### config.mk
export PLATFORM = sky130hd
export DESIGN_NAME = sign_mag_alu_acc
export DESIGN_NICKNAME = d
export VERILOG_FILES = /design/src/rtl/sign_mag_alu_acc.sv
export SDC_FILE = /design/constraint.sdc
export NUM_CORES = 1
export LEC_CHECK = 0
export ABC_AREA = 1
export CAP_MARGIN = 10
export CORE_MARGIN = 8
export CORE_UTILIZATION = 40
export DETAILED_ROUTE_END_ITERATION = 6
export DONT_BUFFER_PORTS = 1
export PLACE_DENSITY = 0.64
export SYNTH_ARGS = -nofsm -noshare
export SYNTH_HDL_FRONTEND = slang
export SYNTH_SLANG_ARGS = --single-unit
### constraint.sdc
create_clock -name clk -period 2.97 [get_ports clk]
set_clock_uncertainty 0.05 [all_clocks]
set_input_delay 0 -clock clk [delete_from_list [all_inputs] [get_ports clk]]
set_output_delay 0 -clock clk [all_outputs]
set_load 0.01 [all_outputs]
### src/rtl/sign_mag_alu_acc.sv
`default_nettype none
// +--------------------------------------------------------------------------+
// | Module   : sign_mag_alu_acc                                              |
// | Purpose  : Registered sign-magnitude add/subtract unit with a running    |
// |            accumulator and valid/ready handshakes on both sides.         |
// |            Operands and results are N-bit sign-magnitude: the MSB is     |
// |            the sign (1 = negative) and the low N-1 bits are the          |
// |            magnitude.                                                    |
// | Ports    : clk        rising-edge clock                                  |
// |            rst_n      asynchronous active-low reset                      |
// |            in_valid   operand/op presented                               |
// |            in_ready   block can accept this cycle                        |
// |            op         00 A+B, 01 A-B, 10 acc+=A, 11 clear acc            |
// |            A, B       sign-magnitude operands (B unused for op 10/11)    |
// |            out_valid  Sum/ovf hold a result                              |
// |            out_ready  consumer takes the result                          |
// |            Sum        registered result, never negative zero            |
// |            ovf        magnitude overflow on this result                  |
// |            acc        current accumulator value (registered)            |
// | Options  : SIGN_MAG_SATURATE_EN - when defined, an overflowing result    |
// |            saturates to the largest magnitude with its sign kept.        |
// |            When undefined, the magnitude wraps to the low N-1 bits of    |
// |            the true sum.                                                 |
// | Revision : 1.0 - initial release                                         |
// +--------------------------------------------------------------------------+
module sign_mag_alu_acc #(
  parameter int N = 5
) (
  input  logic         clk,
  input  logic         rst_n,
  input  logic         in_valid,
  output logic         in_ready,
  input  logic [1:0]   op,
  input  logic [N-1:0] A,
  input  logic [N-1:0] B,
  output logic         out_valid,
  input  logic         out_ready,
  output logic [N-1:0] Sum,
  output logic         ovf,
  output logic [N-1:0] acc
);

  // Magnitude width
  localparam int M = N - 1;

  localparam logic [1:0] OP_ADD = 2'b00;
  localparam logic [1:0] OP_SUB = 2'b01;
  localparam logic [1:0] OP_ACC = 2'b10;
  localparam logic [1:0] OP_CLR = 2'b11;

  logic         accept;

  // Normalised operand fields (negative zero folded to +0)
  logic [M-1:0] a_mag;
  logic [M-1:0] b_mag;
  logic [M-1:0] acc_mag;
  logic         a_sgn;
  logic         b_sgn;
  logic         b_sgn_inv;
  logic         acc_sgn;

  // Selected operand pair
  logic         x_sgn;
  logic [M-1:0] x_mag;
  logic         y_sgn;
  logic [M-1:0] y_mag;

  // Arithmetic
  logic [M:0]   mag_sum;
  logic         x_ge_y;
  logic         res_sgn;
  logic [M-1:0] res_mag;
  logic         res_ovf;
  logic [N-1:0] res;

  assign in_ready = !out_valid || out_ready;
  assign accept   = in_valid && in_ready;

  always_comb begin
    a_mag     = A[M-1:0];
    b_mag     = B[M-1:0];
    acc_mag   = acc[M-1:0];
    a_sgn     = A[N-1] & (|a_mag);
    b_sgn     = B[N-1] & (|b_mag);
    // Inverting B's sign must not turn +0 into -0
    b_sgn_inv = ~B[N-1] & (|b_mag);
    acc_sgn   = acc[N-1] & (|acc_mag);
  end

  always_comb begin
    x_sgn = 1'b0;
    x_mag = '0;
    y_sgn = 1'b0;
    y_mag = '0;
    case (op)
      OP_ADD: begin
        x_sgn = a_sgn;
        x_mag = a_mag;
        y_sgn = b_sgn;
        y_mag = b_mag;
      end
      OP_SUB: begin
        x_sgn = a_sgn;
        x_mag = a_mag;
        y_sgn = b_sgn_inv;
        y_mag = b_mag;
      end
      OP_ACC: begin
        x_sgn = acc_sgn;
        x_mag = acc_mag;
        y_sgn = a_sgn;
        y_mag = a_mag;
      end
      default: begin
        // Clear: operands stay zero, result is +0
      end
    endcase
  end

  always_comb begin
    mag_sum = {1'b0, x_mag} + {1'b0, y_mag};
    x_ge_y  = (x_mag >= y_mag);
    res_sgn = 1'b0;
    res_mag = '0;
    res_ovf = 1'b0;

    if (x_sgn == y_sgn) begin
      // Like signs: add magnitudes, carry out of the magnitude is overflow
      res_sgn = x_sgn;
      res_ovf = mag_sum[M];
`ifdef SIGN_MAG_SATURATE_EN
      res_mag = mag_sum[M] ? {M{1'b1}} : mag_sum[M-1:0];
`else
      res_mag = mag_sum[M-1:0];
`endif
    end else if (x_ge_y) begin
      res_sgn = x_sgn;
      res_mag = x_mag - y_mag;
    end else begin
      res_sgn = y_sgn;
      res_mag = y_mag - x_mag;
    end

    if (op == OP_CLR) begin
      res_sgn = 1'b0;
      res_mag = '0;
      res_ovf = 1'b0;
    end

    // A zero magnitude (including a wrapped overflow) is always +0
    res = {res_sgn & (|res_mag), res_mag};
  end

  always_ff @(posedge clk or negedge rst_n) begin
    if (!rst_n) begin
      out_valid <= 1'b0;
      Sum       <= '0;
      ovf       <= 1'b0;
      acc       <= '0;
    end else if (accept) begin
      // Covers both a fresh accept and a same-edge transfer + accept
      out_valid <= 1'b1;
      Sum       <= res;
      ovf       <= res_ovf;
      if (op == OP_ACC) begin
        acc <= res;
      end else if (op == OP_CLR) begin
        acc <= '0;
      end
    end else if (out_ready) begin
      out_valid <= 1'b0;
    end
  end

endmodule
`default_nettype wire

==> reports/qor.txt <==
Overflow after GRT -> 0
I/O Buffers -> 0
routed wl met3 -> 198 µm
Rel. slew slack -> 62.6%
met1 WL -> 1350 µm
row cnt -> 20
Reg2Reg Depth -> 17
Max-cap violations -> 0
RR Startpoint -> acc[1]
Crit Path Max Fanout -> 8
CTS tree -> yes
worst hold margin -> 0.00864 ns
diode count -> 0
routed vias/inst -> 5.08
most common cell after layout, fill and taps aside -> nand2_1
Design Area, Final -> 0.00128 mm²
Design Power -> 637 µW
peak supply drop -> 0.302 mV
Root Driver -> clkbuf_4
reg-to-reg slack, setup -> 0.53 ns
DRT Pass-1 Iters -> 4
number of buffers created by CTS -> 3
RSZ-0062 raised after global routing -> no
cells resized by post-CTS repair -> 0
hold endpoint -> ovf
FF-to-FF End -> acc[4]
CP required -> 3.09 ns
routability cong. -> 0.874
Seq/Total Area, Yosys -> 25.2%
detailed-route via count -> 1142
clock tree sinks -> 12
Pwr Density -> 496 mW/mm²
Die ar. -> 0.00498 mm²
top cell type's share of synthesized area -> 25.2%
Mapped Nets -> 215
die span in y -> 70.6 µm
Min Clock Period, post-route -> 2.58 ns
Fin. Hold Viols -> 0
largest net degree at the start of global routing -> 13
most frequent cells in the layout -> nand2_1, inv_1, nand3_1
Critical Path AT -> 2.69 ns
first-pass GRT wire length -> 5200 µm
fin worst setup slack -> 0.394 ns
post-synthesis cell count -> 187
Cell variety after synth -> 20
Post-DP Area -> 0.00122 mm²
DP Cell Count -> 218
# IOs -> 29
clock latency on the worst-skew pair -> 0.28 ns
Synth area leaders -> dfrtp_1, nand2_1, inv_1
Cell Area, Synth -> 0.00119 mm²
worst-margin pin slew -> 0.559 ns
post-route ant nets -> 0
Leak Pwr -> 0.740 nW
1st-iter DRT viols -> 27
biggest area consumer among synthesized cells -> dfrtp_1
Hold Startpoint -> op[0]
GRT Util Overall -> 12.9%
post-DP HPWL -> 2560 µm
share of post-route cells with drive strength above 1 -> 6.77%
die width -> 70.6 µm
vias in the first global route -> 1125
Core ar. -> 0.00295 mm²
Hold/Removal Path Class -> in -> reg
Finish-stage setup viols -> 0
status -> completed
yosys warns -> 0
kind of critical path -> in -> reg
initial antenna violation count -> 0
fin cells -> 225
Post-Route WL -> 3020 µm
area grow syn2layout -> 7.77%
# DRC -> 0
Startpoint Class -> input pin
initial cell density of the core -> 40.3%
top layer in use -> met4
Achievable Freq -> 388 MHz
total setup buffers inserted after CTS -> 0
H-tree levels -> 1
FF+latch count, synth -> 12
setup_tns -> 0 ns
clock slew at reported path FFs -> 0.08 ns
pre-CTS setup slack -> 0.551 ns
DR WL/cell -> 13.4 µm
final core occ -> 43.5%
Hold Path Stages -> 3
nets -> 221
metal2 WL -> 1420 µm
Slew Limit Fails -> 0
average size of a mapped cell -> 6.37 µm²
CP endpoint kind -> flip-flop
clk buf depth -> 2
period utilisation layout -> 86.7%
[synthesized netlist by cell type]
master    instances
nand3_2           2
ha_1             11
o21ai_1           1
buf_6             1
clkbuf_1          1
o21ai_0           7
xor2_1            2
fa_1              1
a21oi_1           4
inv_1            38
nand2_2           6
inv_2             1
nor2_1            8
dfrtp_1          12
nand2_1          58
xnor2_1           1
nand4_1           1
o22ai_1           9
o31ai_1           1
nand3_1          22
[worst max path at each step]
stage	start	end	slack, ns	cells after the start
after floorplan	acc[1]	acc[4]	0.84	17
after global placement	acc[1]	acc[4]	0.55	17
after detailed placement	acc[1]	acc[4]	0.55	17
after CTS	op[0]	acc[4]	0.40	16
after global routing	op[0]	acc[4]	0.21	16
final	op[0]	acc[4]	0.39	16
[timing repair]
action                     CTS  global route
setup endpoints to repair    0             0
hold buffers                 3             0
hold endpoints to repair    16             0
[cell type report]
cell class,instances,area (µm²)
repair buffers,3,30.0
flip-flops and latches,12,300
fillers,320,1670
multi-input cells,134,729
well taps,33,41.3
inverters,39,146
clock buffers,4,36.3
[worst max-delay path: stages]
cell and delay (ns):
dlygate4sd3_1 0.56, nor2_1 0.24, inv_1 0.19, o22ai_1 0.26, inv_1 0.07, ha_1 0.21, fa_1 0.49, inv_1 0.04
nand3_1 0.07, nand3_1 0.08, nand2_1 0.12, nand2_1 0.06, nor2_1 0.09, nand2_1 0.08, nand3_1 0.07, nand2_1 0.05
[registers in the layout, indices dropped and copies added, names as in the netlist]
name	flops
out_valid	1
Sum	5
ovf	1
acc	5
[metal layers]
metal | global-route usage [%] | vias up
met3 | 3.67 | 6
met1 | 15.8 | 510
li1 | - | 600
met2 | 20.9 | 26
met4 | 4.85 | 0
met5 | 0 | -
[cell families (layout without fill, tap and decap cells)]
group                      after synthesis  count (layout)  synth area share, %
buffers and inverters                   41              46                 13.6
adders and majority gates               12              12                 13.2
DFF                                     12              12                 25.2
AOI/OAI and AO/OA                       22              22                 10.4
and+or+nand+nor                         97              97                 35.4
xor gates and xnor gates                 3               3                 2.21
[power by group]
group          switching (mW)  leakage (nW)  total (mW)  internal (mW)
clock                  0.0560        0.0210       0.131         0.0746
sequential             0.0457         0.155       0.242          0.197
combinational           0.167         0.564       0.264         0.0968
total                   0.269         0.740       0.637          0.368
(Power assumes the default switching activity.)
